===== src/rtl/id_stage_if.sv =====
// Fetch-side, regfile, bypass and execute-side signals of the RV32I decode stage.
// The slave modport is the decode stage's view; master is the surrounding pipeline.
interface id_stage_if #(
    parameter int XLEN = 32
);
    logic            flush;
    logic            if_valid;
    logic            if_ready;
    logic [31:0]     if_inst;
    logic [XLEN-1:0] if_pc;
    logic [4:0]      rs1_address;
    logic [4:0]      rs2_address;
    logic [XLEN-1:0] rs1_value;
    logic [XLEN-1:0] rs2_value;
    logic            mem_valid;
    logic [4:0]      mem_rd;
    logic [XLEN-1:0] mem_value;
    logic [4:0]      wb_rd;
    logic [XLEN-1:0] wb_value;
    logic            ex_valid;
    logic            ex_ready;
    logic [XLEN-1:0] ex_pc;
    logic [XLEN-1:0] ex_rs1_data;
    logic [XLEN-1:0] ex_rs2_data;
    logic [XLEN-1:0] ex_imm;
    logic [4:0]      ex_rd;
    logic [6:0]      ex_opcode;
    logic [2:0]      ex_funct3;
    logic            ex_funct7b5;
    logic            ex_is_load;
    logic            ex_illegal;

    modport slave (
        input  flush, if_valid, if_inst, if_pc, rs1_value, rs2_value,
               mem_valid, mem_rd, mem_value, wb_rd, wb_value, ex_ready,
        output if_ready, rs1_address, rs2_address, ex_valid, ex_pc,
               ex_rs1_data, ex_rs2_data, ex_imm, ex_rd, ex_opcode,
               ex_funct3, ex_funct7b5, ex_is_load, ex_illegal
    );

    modport master (
        output flush, if_valid, if_inst, if_pc, rs1_value, rs2_value,
               mem_valid, mem_rd, mem_value, wb_rd, wb_value, ex_ready,
        input  if_ready, rs1_address, rs2_address, ex_valid, ex_pc,
               ex_rs1_data, ex_rs2_data, ex_imm, ex_rd, ex_opcode,
               ex_funct3, ex_funct7b5, ex_is_load, ex_illegal
    );
endinterface


===== src/rtl/id_stage.sv =====
// RV32I decode / register-read stage: immediate generation, MEM/WB bypass, load-use stall, ID/EX register.
// Optional performance counters (perf_bubbles, perf_flushes) are built when ID_STAGE_PERF_EN is defined.
module id_stage #(
    parameter int          XLEN     = 32,
    parameter logic [31:0] RESET_PC = 32'h0000_0000
) (
    input  logic        clk,
    input  logic        rst,
    id_stage_if.slave   bus
`ifdef ID_STAGE_PERF_EN
    ,
    output logic [31:0] perf_bubbles,
    output logic [31:0] perf_flushes
`endif
);
    localparam logic [6:0] OPC_LUI    = 7'b0110111;
    localparam logic [6:0] OPC_AUIPC  = 7'b0010111;
    localparam logic [6:0] OPC_JAL    = 7'b1101111;
    localparam logic [6:0] OPC_JALR   = 7'b1100111;
    localparam logic [6:0] OPC_BRANCH = 7'b1100011;
    localparam logic [6:0] OPC_LOAD   = 7'b0000011;
    localparam logic [6:0] OPC_STORE  = 7'b0100011;
    localparam logic [6:0] OPC_OPIMM  = 7'b0010011;
    localparam logic [6:0] OPC_OP     = 7'b0110011;
    localparam logic [6:0] OPC_MISC   = 7'b0001111;
    localparam logic [6:0] OPC_SYSTEM = 7'b1110011;

    // Priority: x0, then EX/MEM result, then the value being written back, then the regfile.
    function automatic logic [XLEN-1:0] bypass(
        input logic [4:0]      a,
        input logic            mv,
        input logic [4:0]      mrd,
        input logic [XLEN-1:0] mval,
        input logic [4:0]      wrd,
        input logic [XLEN-1:0] wval,
        input logic [XLEN-1:0] rfval
    );
        if (a == 5'd0)              return '0;
        else if (mv && (mrd == a))  return mval;
        else if (wrd == a)          return wval;
        else                        return rfval;
    endfunction

    // Opcodes outside the RV32I set (including any with inst[1:0] != 2'b11) fall to zero.
    function automatic logic signed [31:0] gen_imm(input logic [31:0] i);
        case (i[6:0])
            OPC_OPIMM, OPC_LOAD, OPC_JALR, OPC_MISC, OPC_SYSTEM:
                return {{20{i[31]}}, i[31:20]};
            OPC_STORE:
                return {{20{i[31]}}, i[31:25], i[11:7]};
            OPC_BRANCH:
                return {{19{i[31]}}, i[31], i[7], i[30:25], i[11:8], 1'b0};
            OPC_LUI, OPC_AUIPC:
                return {i[31:12], 12'b0};
            OPC_JAL:
                return {{11{i[31]}}, i[31], i[19:12], i[20], i[30:21], 1'b0};
            default:
                return '0;
        endcase
    endfunction

    logic [31:0]      w_inst;
    logic [6:0]       w_opcode;
    logic [4:0]       w_rs1;
    logic [4:0]       w_rs2;
    logic             w_uses_rs1;
    logic             w_uses_rs2;
    logic             w_legal;
    logic             w_has_rd;
    logic             w_hazard;
    logic             w_advance;
    logic             w_transfer;
    logic signed [31:0] w_imm;
    logic [XLEN-1:0]  w_rs1_byp;
    logic [XLEN-1:0]  w_rs2_byp;

    logic             r_vld_p1;
    logic [XLEN-1:0]  r_pc_p1;
    logic [XLEN-1:0]  r_rs1_p1;
    logic [XLEN-1:0]  r_rs2_p1;
    logic [XLEN-1:0]  r_imm_p1;
    logic [4:0]       r_rd_p1;
    logic [6:0]       r_opcode_p1;
    logic [2:0]       r_funct3_p1;
    logic             r_funct7b5_p1;
    logic             r_is_load_p1;
    logic             r_illegal_p1;

    assign w_inst   = bus.if_inst;
    assign w_opcode = w_inst[6:0];
    assign w_rs1    = w_inst[19:15];
    assign w_rs2    = w_inst[24:20];

    assign bus.rs1_address = w_rs1;
    assign bus.rs2_address = w_rs2;

    always_comb begin
        w_uses_rs1 = !(w_opcode inside {OPC_LUI, OPC_AUIPC, OPC_JAL});
        w_uses_rs2 = w_opcode inside {OPC_BRANCH, OPC_STORE, OPC_OP};
        w_legal    = w_opcode inside {OPC_LUI, OPC_AUIPC, OPC_JAL, OPC_JALR, OPC_BRANCH,
                                      OPC_LOAD, OPC_STORE, OPC_OPIMM, OPC_OP, OPC_MISC,
                                      OPC_SYSTEM};
        w_has_rd   = !(w_opcode inside {OPC_BRANCH, OPC_STORE});
    end

    assign w_imm     = gen_imm(w_inst);
    assign w_rs1_byp = bypass(w_rs1, bus.mem_valid, bus.mem_rd, bus.mem_value,
                              bus.wb_rd, bus.wb_value, bus.rs1_value);
    assign w_rs2_byp = bypass(w_rs2, bus.mem_valid, bus.mem_rd, bus.mem_value,
                              bus.wb_rd, bus.wb_value, bus.rs2_value);

    // A load still in ID/EX has no value to forward yet, so its consumer must wait one cycle.
    assign w_hazard   = r_vld_p1 && r_is_load_p1 && (r_rd_p1 != 5'd0) &&
                        ((w_uses_rs1 && (r_rd_p1 == w_rs1)) ||
                         (w_uses_rs2 && (r_rd_p1 == w_rs2)));
    assign w_advance  = !r_vld_p1 || bus.ex_ready;
    assign w_transfer = bus.if_valid && w_advance && !w_hazard && !bus.flush;

    assign bus.if_ready = !rst && (bus.flush || (w_advance && !w_hazard));

    // ---- ID/EX register (p1) ----
    always_ff @(posedge clk or posedge rst) begin
        if (rst) begin
            r_vld_p1      <= 1'b0;
            r_pc_p1       <= RESET_PC;
            r_rs1_p1      <= '0;
            r_rs2_p1      <= '0;
            r_imm_p1      <= '0;
            r_rd_p1       <= '0;
            r_opcode_p1   <= '0;
            r_funct3_p1   <= '0;
            r_funct7b5_p1 <= 1'b0;
            r_is_load_p1  <= 1'b0;
            r_illegal_p1  <= 1'b0;
        end else if (bus.flush) begin
            r_vld_p1 <= 1'b0;
        end else if (w_advance) begin
            if (w_transfer) begin
                r_vld_p1      <= 1'b1;
                r_pc_p1       <= bus.if_pc;
                r_rs1_p1      <= w_rs1_byp;
                r_rs2_p1      <= w_rs2_byp;
                r_imm_p1      <= w_imm;
                r_rd_p1       <= w_has_rd ? w_inst[11:7] : 5'd0;
                r_opcode_p1   <= w_opcode;
                r_funct3_p1   <= w_inst[14:12];
                r_funct7b5_p1 <= w_inst[30];
                r_is_load_p1  <= (w_opcode == OPC_LOAD);
                r_illegal_p1  <= !w_legal;
            end else begin
                r_vld_p1 <= 1'b0;
            end
        end
    end

    assign bus.ex_valid    = r_vld_p1;
    assign bus.ex_pc       = r_pc_p1;
    assign bus.ex_rs1_data = r_rs1_p1;
    assign bus.ex_rs2_data = r_rs2_p1;
    assign bus.ex_imm      = r_imm_p1;
    assign bus.ex_rd       = r_rd_p1;
    assign bus.ex_opcode   = r_opcode_p1;
    assign bus.ex_funct3   = r_funct3_p1;
    assign bus.ex_funct7b5 = r_funct7b5_p1;
    assign bus.ex_is_load  = r_is_load_p1;
    assign bus.ex_illegal  = r_illegal_p1;

`ifdef ID_STAGE_PERF_EN
    logic [31:0] r_bubbles;
    logic [31:0] r_flushes;

    always_ff @(posedge clk or posedge rst) begin
        if (rst) begin
            r_bubbles <= '0;
            r_flushes <= '0;
        end else begin
            if (!bus.flush && w_advance && w_hazard) r_bubbles <= r_bubbles + 32'd1;
            if (bus.flush && r_vld_p1)               r_flushes <= r_flushes + 32'd1;
        end
    end

    assign perf_bubbles = r_bubbles;
    assign perf_flushes = r_flushes;
`endif
endmodule

===== src/flat_wrapper.sv =====
// flat-port wrapper written by rule: the top's interface ports become plain ports
module id_stage_flat 
#(
    parameter int          XLEN     = 32,
    parameter logic [31:0] RESET_PC = 32'h0000_0000
)
  (clk, rst, bus_flush, bus_if_valid, bus_if_inst, bus_if_pc, bus_rs1_value, bus_rs2_value, bus_mem_valid, bus_mem_rd, bus_mem_value, bus_wb_rd, bus_wb_value, bus_ex_ready, bus_if_ready, bus_rs1_address, bus_rs2_address, bus_ex_valid, bus_ex_pc, bus_ex_rs1_data, bus_ex_rs2_data, bus_ex_imm, bus_ex_rd, bus_ex_opcode, bus_ex_funct3, bus_ex_funct7b5, bus_ex_is_load, bus_ex_illegal);
  id_stage_if #(.XLEN(XLEN)) bus_i ();
  input  logic clk;
  input  logic rst;
  input wire logic [$bits(bus_i.flush)-1:0] bus_flush;
  input wire logic [$bits(bus_i.if_valid)-1:0] bus_if_valid;
  input wire logic [$bits(bus_i.if_inst)-1:0] bus_if_inst;
  input wire logic [$bits(bus_i.if_pc)-1:0] bus_if_pc;
  input wire logic [$bits(bus_i.rs1_value)-1:0] bus_rs1_value;
  input wire logic [$bits(bus_i.rs2_value)-1:0] bus_rs2_value;
  input wire logic [$bits(bus_i.mem_valid)-1:0] bus_mem_valid;
  input wire logic [$bits(bus_i.mem_rd)-1:0] bus_mem_rd;
  input wire logic [$bits(bus_i.mem_value)-1:0] bus_mem_value;
  input wire logic [$bits(bus_i.wb_rd)-1:0] bus_wb_rd;
  input wire logic [$bits(bus_i.wb_value)-1:0] bus_wb_value;
  input wire logic [$bits(bus_i.ex_ready)-1:0] bus_ex_ready;
  output wire logic [$bits(bus_i.if_ready)-1:0] bus_if_ready;
  output wire logic [$bits(bus_i.rs1_address)-1:0] bus_rs1_address;
  output wire logic [$bits(bus_i.rs2_address)-1:0] bus_rs2_address;
  output wire logic [$bits(bus_i.ex_valid)-1:0] bus_ex_valid;
  output wire logic [$bits(bus_i.ex_pc)-1:0] bus_ex_pc;
  output wire logic [$bits(bus_i.ex_rs1_data)-1:0] bus_ex_rs1_data;
  output wire logic [$bits(bus_i.ex_rs2_data)-1:0] bus_ex_rs2_data;
  output wire logic [$bits(bus_i.ex_imm)-1:0] bus_ex_imm;
  output wire logic [$bits(bus_i.ex_rd)-1:0] bus_ex_rd;
  output wire logic [$bits(bus_i.ex_opcode)-1:0] bus_ex_opcode;
  output wire logic [$bits(bus_i.ex_funct3)-1:0] bus_ex_funct3;
  output wire logic [$bits(bus_i.ex_funct7b5)-1:0] bus_ex_funct7b5;
  output wire logic [$bits(bus_i.ex_is_load)-1:0] bus_ex_is_load;
  output wire logic [$bits(bus_i.ex_illegal)-1:0] bus_ex_illegal;
  assign bus_i.flush = bus_flush;
  assign bus_i.if_valid = bus_if_valid;
  assign bus_i.if_inst = bus_if_inst;
  assign bus_i.if_pc = bus_if_pc;
  assign bus_i.rs1_value = bus_rs1_value;
  assign bus_i.rs2_value = bus_rs2_value;
  assign bus_i.mem_valid = bus_mem_valid;
  assign bus_i.mem_rd = bus_mem_rd;
  assign bus_i.mem_value = bus_mem_value;
  assign bus_i.wb_rd = bus_wb_rd;
  assign bus_i.wb_value = bus_wb_value;
  assign bus_i.ex_ready = bus_ex_ready;
  assign bus_if_ready = bus_i.if_ready;
  assign bus_rs1_address = bus_i.rs1_address;
  assign bus_rs2_address = bus_i.rs2_address;
  assign bus_ex_valid = bus_i.ex_valid;
  assign bus_ex_pc = bus_i.ex_pc;
  assign bus_ex_rs1_data = bus_i.ex_rs1_data;
  assign bus_ex_rs2_data = bus_i.ex_rs2_data;
  assign bus_ex_imm = bus_i.ex_imm;
  assign bus_ex_rd = bus_i.ex_rd;
  assign bus_ex_opcode = bus_i.ex_opcode;
  assign bus_ex_funct3 = bus_i.ex_funct3;
  assign bus_ex_funct7b5 = bus_i.ex_funct7b5;
  assign bus_ex_is_load = bus_i.ex_is_load;
  assign bus_ex_illegal = bus_i.ex_illegal;
  id_stage #(.XLEN(XLEN), .RESET_PC(RESET_PC)) u_core (.clk(clk), .rst(rst), .bus(bus_i));
endmodule

===== config.mk =====
export PLATFORM = sky130hd
export DESIGN_NAME = id_stage_flat
export DESIGN_NICKNAME = d
export VERILOG_FILES = /design/src/rtl/id_stage_if.sv /design/src/rtl/id_stage.sv /design/src/flat_wrapper.sv
export SDC_FILE = /design/constraint.sdc
export NUM_CORES = 1
export LEC_CHECK = 0
export ABC_CLOCK_PERIOD_IN_PS = 6400
export CORE_AREA = 10 10 152 154
export DETAILED_ROUTE_END_ITERATION = 10
export DIE_AREA = 0 0 162 164
export GPL_TIMING_DRIVEN = 0
export PLACE_DENSITY = 0.8
export SETUP_SLACK_MARGIN = 0.15
export SYNTH_ARGS = -nofsm -noshare
export SYNTH_HDL_FRONTEND = slang
export SYNTH_SLANG_ARGS = --single-unit

===== constraint.sdc =====
create_clock -name clk -period 6.4 [get_ports clk]
set_input_delay 0.96 -clock clk [delete_from_list [all_inputs] [get_ports clk]]
set_output_delay 0.96 -clock clk [all_outputs]
set_load 0.01 [all_outputs]

======== After elaboration in Yosys (flattened, before gate mapping) ========
Index checks and enable logic that the tools add are counted.
W data, S select, Z words.
storage, ports and cells
  register bits after elaboration ......... 147
  bits of input ports ..................... 208
  output and inout port bits .............. 158
  word-level logic and storage cells ...... 72
operators by class
  eq/ne operators ......................... 17
  mux-type cells .......................... 11
  bitwise logic cells ..................... 1
  reduce and logical (&&, ||, !) cells .... 32
operator list
  kind                  count
  $mux W32              6
  $pmux W32 S5          1
  $eq A5 B5 Y1          6
  $eq A7 B7 Y1 const B  4
  $eq A7 B6 Y1 const B  3
  $eq A7 B5 Y1 const B  2
  $logic_and A1 B1 Y1   12
  $reduce_bool A11 Y1   1
  $logic_not A5 Y1      2
  $eq A7 B2 Y1 const B  1
  $eq A7 B4 Y1 const B  1
  $logic_not A1 Y1      6
  $reduce_bool A3 Y1    2
  $mux W5               1
  $reduce_bool A5 Y1    1
  $reduce_or A5 Y1      1
  $reduce_bool A2 Y1    2
  $logic_or A1 B1 Y1    3
  $mux W1               3
  $reduce_and A3 Y1     1
  $reduce_or A2 Y1      1
  $not A1 Y1            1

======== Depth between registers and ports, before layout ========
  depth after elaboration ................. 12
  mapped depth ............................ 10
  depth with buffers taken out ............ 5

======== Least setup slack after synthesis ========
OpenSTA, ideal clock, no wires.
  path type ............................... input-to-output
  start point ............................. input bus_if_inst[6]
  end point ............................... output bus_if_ready
  arrival ................................. 2351 ps
  slack ................................... 3089 ps
  stages .................................. 6
  cells stage by stage .................... buf_2 -> or3b_2 -> a21oi_2 -> or4_1 -> nand3_1 -> a21oi_1
on the way
  word-level cells in the longest chain between the ends .. 10
RTL lines
  item                                        RTL line            RTL
  start, declared                             flat_wrapper.sv:13  input wire logic [$bits(bus_i.if_inst)-1:0] bus_if_inst;
  $eq A7 B6 Y1, or another cell as far along  id_stage.sv:98      w_uses_rs1 = !(w_opcode inside {OPC_LUI, OPC_AUIPC, OPC_JAL});
  $reduce_bool A3 Y1                          id_stage.sv:98
  $logic_not A1 Y1                            id_stage.sv:98
  $logic_and A1 B1 Y1                         id_stage.sv:114     ((w_uses_rs1 && (r_rd_p1 == w_rs1)) ||
  $logic_or A1 B1 Y1 (*)                      id_stage.sv:114
  $logic_and A1 B1 Y1 (*)                     id_stage.sv:113     assign w_hazard = r_vld_p1 && r_is_load_p1 && (r_rd_p1 != 5'd0) &&
  $logic_not A1 Y1 (*)                        id_stage.sv:119     assign bus.if_ready = !rst && (bus.flush || (w_advance && !w_hazard));
  $logic_and A1 B1 Y1 (*)                     id_stage.sv:119
  $logic_or A1 B1 Y1 (*)                      id_stage.sv:119
  $logic_and A1 B1 Y1 (*)                     id_stage.sv:119
  end, declared                               flat_wrapper.sv:23  output wire logic [$bits(bus_i.if_ready)-1:0] bus_if_ready;
Every way passes the cells marked *; elsewhere a longest branch is shown, timed or not.

======== Final worst setup path ========
  start point ............................. input bus_if_inst[3]
  end point ............................... output bus_if_ready
The elaborated chain is that of the path after synthesis.

==> metrics.md <==
| Metric | Value |
|---|---|
| Area growth from synthesis to layout | 53.7% |
| Ratio of cells with drive above 1 in the final layout | 0.118 |
| Mapped Avg Cell Area | 10.3 µm² |
| Final std cells w/o fill | 1481 |
| Sw frac | 0.299 |
| First-pass GRT wire length | 51.3 mm |
| Ys flop type | dfrtp_1 |
| Crit path launch type | input port |
| FP Rows | 52 |
| DRT Pass-1 Iters | 5 |
| Critical Path Sink | bus_if_ready |
| Fin area | 13000 µm² |
| Synth cell count leaders | dfrtp_1, inv_1, nor2_1, a21boi_0, a311oi_1 |
| Die Y | 164 µm |
| VDD IR max | 173 µV |
| Comb power frac | 0.300 |
| Power Total | 3130 µW |
| Grt ovf | 0 |
| Worst Path Required | 5.44 ns |
| Fin nets | 1403 |
| Slowest cell delay on critical path | 0.61 ns |
| RSZ-0062 raised after global routing | false |
| Clk pwr share | 0.332 |
| Post-detail-place hpwl | 26.6 mm |
| Setup Fix Bufs, Post-CTS | 0 |
| Vias in the first global route | 8617 |
| PwrDens | 240 nW/µm² |
| Worst-skew pair later-pin latency | 0.42 ns |
| Fin crit period | 4.46 ns |
| H-Tree Depth | 4 |
| Deepest clock path buffer count | 2 |
| Internal power | 2190 µW |
| Worst Hold Class | flop to flop |
| Yosys warning count | 0 |
| Final Slew Violations | 0 |
| Top-count cell post-synth | dfrtp_1 |
| CP max FO | 9 |
| Kind of cell adding the most delay to the critical path | buffers and inverters |
| Final hold vios | 0 |
| Sw power | 935 µW |
| Largest net degree at the start of global routing | 55 |
| Setup crit end kind | primary output |
| Drt total wl | 34.3 mm |
| TritonCTS clock tree | built |
| Placed Cells | 1446 |
| Tcrit/Tclk final | 0.697 |
| Skew final | 0.0146 ns |
| Top cells by area, synth | dfrtp_1, a311oi_1, mux2_4 |
| Cells along the critical path | clkdlybuf4s50_1 > or3b_2 > a21oi_2 > or4_1 > nand3_1 > a21oi_1 > clkdlybuf4s50_1 |
| Syn nets | 1029 |
| Post-synthesis sequential area ratio | 0.435 |
| CORE AREA | 20000 µm² |
| Critical Path Stages | 7 |
| Initial Util | 0.422 |
| Initial DRC count | 653 |
| Via/cell ratio | 5.54 |
| Relative slew slack | 0.0726 |
| Die area | 26600 µm² |
| Mapped Area | 8460 µm² |
| # fillers | 1627 |
| Crit-path most repeated cell | clkdlybuf4s50_1 |
| Crit path DAT | 3.50 ns |
| Measured slew at the worst slew-check pin | 1.38 ns |
| RR Endpoint | u_core.bus.ex_rs2_data[25] |
| Post-Syn Instances | 821 |
| Dpl cell area | 12400 µm² |
| Slowest-stage cell, CP | clkdlybuf4s50_1 |
| Max Fclk | 224 MHz |
| Wire per inst | 23.2 µm |
| Worst Path Buf+Inv | 2 |
| TritonCTS buffer count | 17 |
| Gates resized, CTS repair | 0 |
| R2R depth | 6 |
| Final setup vio count | 0 |
| Ports | 366 |
| Final hold slack | 0.505 ns |
| # hold bufs at CTS | 0 |
| CTS Sinks | 147 |
| Synth area leader | dfrtp_1 |
| Post-synth top area share | 0.435 |
| Number of max-cap violations | 0 |
| Die width | 162 µm |
| Register-to-register setup slack | 3.83 ns |
| CTS clk-pin slew, worst paths | 0.06 ns |
| LEAKAGE | 0.00530 µW |
| EDFF count, synth | 0 |
| Port Buffers | 353 |
| Synth async-reset ratio | 1.00 |
| Worst Setup SP | bus_if_inst[3] |
| Root Buffer | clkbuf_16 |
| Netlist cell types | 48 |
| Reg-to-Reg Start | u_core.bus.ex_rd[3] |
| Status | complete, no violations |
| DRC viols | 0 |
| Detailed-route via count | 8201 |
| FF+latch count, synth | 147 |
| Initial antenna violation count | 2 |
| Global-route usage over all layers | 0.247 |
| Seq pwr share | 0.367 |
| Placer Congestion | 0.930 |
| Antenna-violating nets left | 0 |
| Critical path type | input port to primary output |
==> cells by family after synthesis <==
logic type	share of synthesized area
mux	0.122
flops	0.435
xor+xnor	0.0321
buf+inv	0.0966
compound gates	0.239
simple gates	0.0753
==> placed cells by master (no fill, tap or decap), types with 3 or more instances in the layout <==
cell type / synthesis / final
xnor2_1: 20 / 20
buf_6: 12 / 12
a22o_1: 8 / 8
nor3_1: 7 / 6
o21ai_0: 3 / 3
xor2_1: 11 / 11
nand2b_1: 3 / 3
a311oi_1: 64 / 64
nand2_1: 21 / 21
clkbuf_16: 0 / 17
mux2_4: 37 / 37
diode_2: 0 / 3
or4_1: 3 / 3
mux2i_1: 22 / 22
a21boi_0: 65 / 65
nand3_1: 6 / 6
nand4_1: 4 / 4
nor2_1: 76 / 76
clkdlybuf4s50_1: 0 / 353
o21bai_1: 4 / 4
inv_6: 0 / 5
and3b_1: 3 / 3
a21oi_1: 17 / 17
o32ai_2: 10 / 10
dfrtp_1: 147 / 147
mux2_2: 23 / 23
clkinvlp_4: 0 / 4
buf_2: 5 / 5
o32ai_1: 54 / 54
inv_1: 88 / 87
buf_4: 12 / 12
clkbuf_1: 62 / 63
a31oi_1: 4 / 4
a32o_1: 5 / 5
or2_2: 3 / 3
==> worst register-to-register path, delay by kind of cell, from the launching register on <==
kind                   cells  cell delay (ns)
flip-flops                 1             0.45
AND/OR/NAND/NOR            3             1.10
buffers and inverters      1             0.40
AO/OA/AOI/OAI              2             0.53
==> flip-flops by register name (all words and copies together) (netlist names) <==
signal and cells:
u_core.bus.ex_pc 32, u_core.bus.ex_funct3 3, u_core.bus.ex_funct7b5 1, u_core.bus.ex_imm 32, u_core.bus.ex_opcode 7, u_core.bus.ex_rs1_data 32
u_core.bus.ex_illegal 1, u_core.bus.ex_rd 5, u_core.bus.ex_is_load 1, u_core.bus.ex_rs2_data 32, u_core.bus.ex_valid 1
==> per-layer routing <==
| metal | up-vias | GRT usage | routed length [µm] |
|---|---|---|---|
| met2 | 458 | 0.408 | 16400 |
| met5 | - | 0 | 0 |
| met1 | 3946 | 0.283 | 13200 |
| met3 | 59 | 0.103 | 3860 |
| met4 | 0 | 0.0856 | 914 |
| li1 | 3738 | - | - |
==> area by class of cell <==
type / count / area [µm²] / share of cell area
antenna: 3 / 7.51 / 0.000577
buffer: 92 / 487 / 0.0374
clock buffer: 20 / 457 / 0.0351
clock inverter: 12 / 141 / 0.0109
inverter: 88 / 335 / 0.0258
multi-input combinational: 494 / 3970 / 0.305
sequential: 147 / 3680 / 0.283
tap: 270 / 338 / 0.0260
timing repair buffer: 355 / 3590 / 0.276
==> metrics by stage <==
| stage | utilization | setup WS, ns | setup TNS [ns] |
|---|---|---|---|
| 6_report | 0.649 | 1.94 | 0 |
| 5_1_grt | 0.649 | 1.79 | 0 |
| 4_1_cts | 0.649 | 1.93 | 0 |
| 3_5_place_dp | 0.619 | 1.92 | 0 |
| 3_3_place_gp | 0.615 | -0.968 | -140.74 |
| 2_1_floorplan | - | 1.49 | 0 |
==> how the worst min path moves through the flow <==
stage	startpoint	endpoint	slack [ns]	depth (start not counted)
3_5_place_dp	u_core.bus.ex_pc[15]	u_core.bus.ex_pc[15]	0.49	1
3_3_place_gp	u_core.bus.ex_pc[31]	u_core.bus.ex_pc[31]	0.49	1
5_1_grt	u_core.bus.ex_pc[28]	u_core.bus.ex_pc[28]	0.53	1
6_report	u_core.bus.ex_imm[19]	u_core.bus.ex_imm[19]	0.51	1
2_1_floorplan	u_core.bus.ex_imm[10]	u_core.bus.ex_imm[10]	0.55	2
4_1_cts	u_core.bus.ex_imm[19]	u_core.bus.ex_imm[19]	0.51	1
==> power groups by stage <==
stage	Combinational (µW)	Clock [µW]	Sequential (µW)
floorplan	337	0	1220
global placement	924	0	1160
detailed placement	940	0	1160
CTS	946	1060	1150
global route	1000	1100	1160
finish	939	1040	1150
No activity file was read; power rests on OpenSTA's default activity.
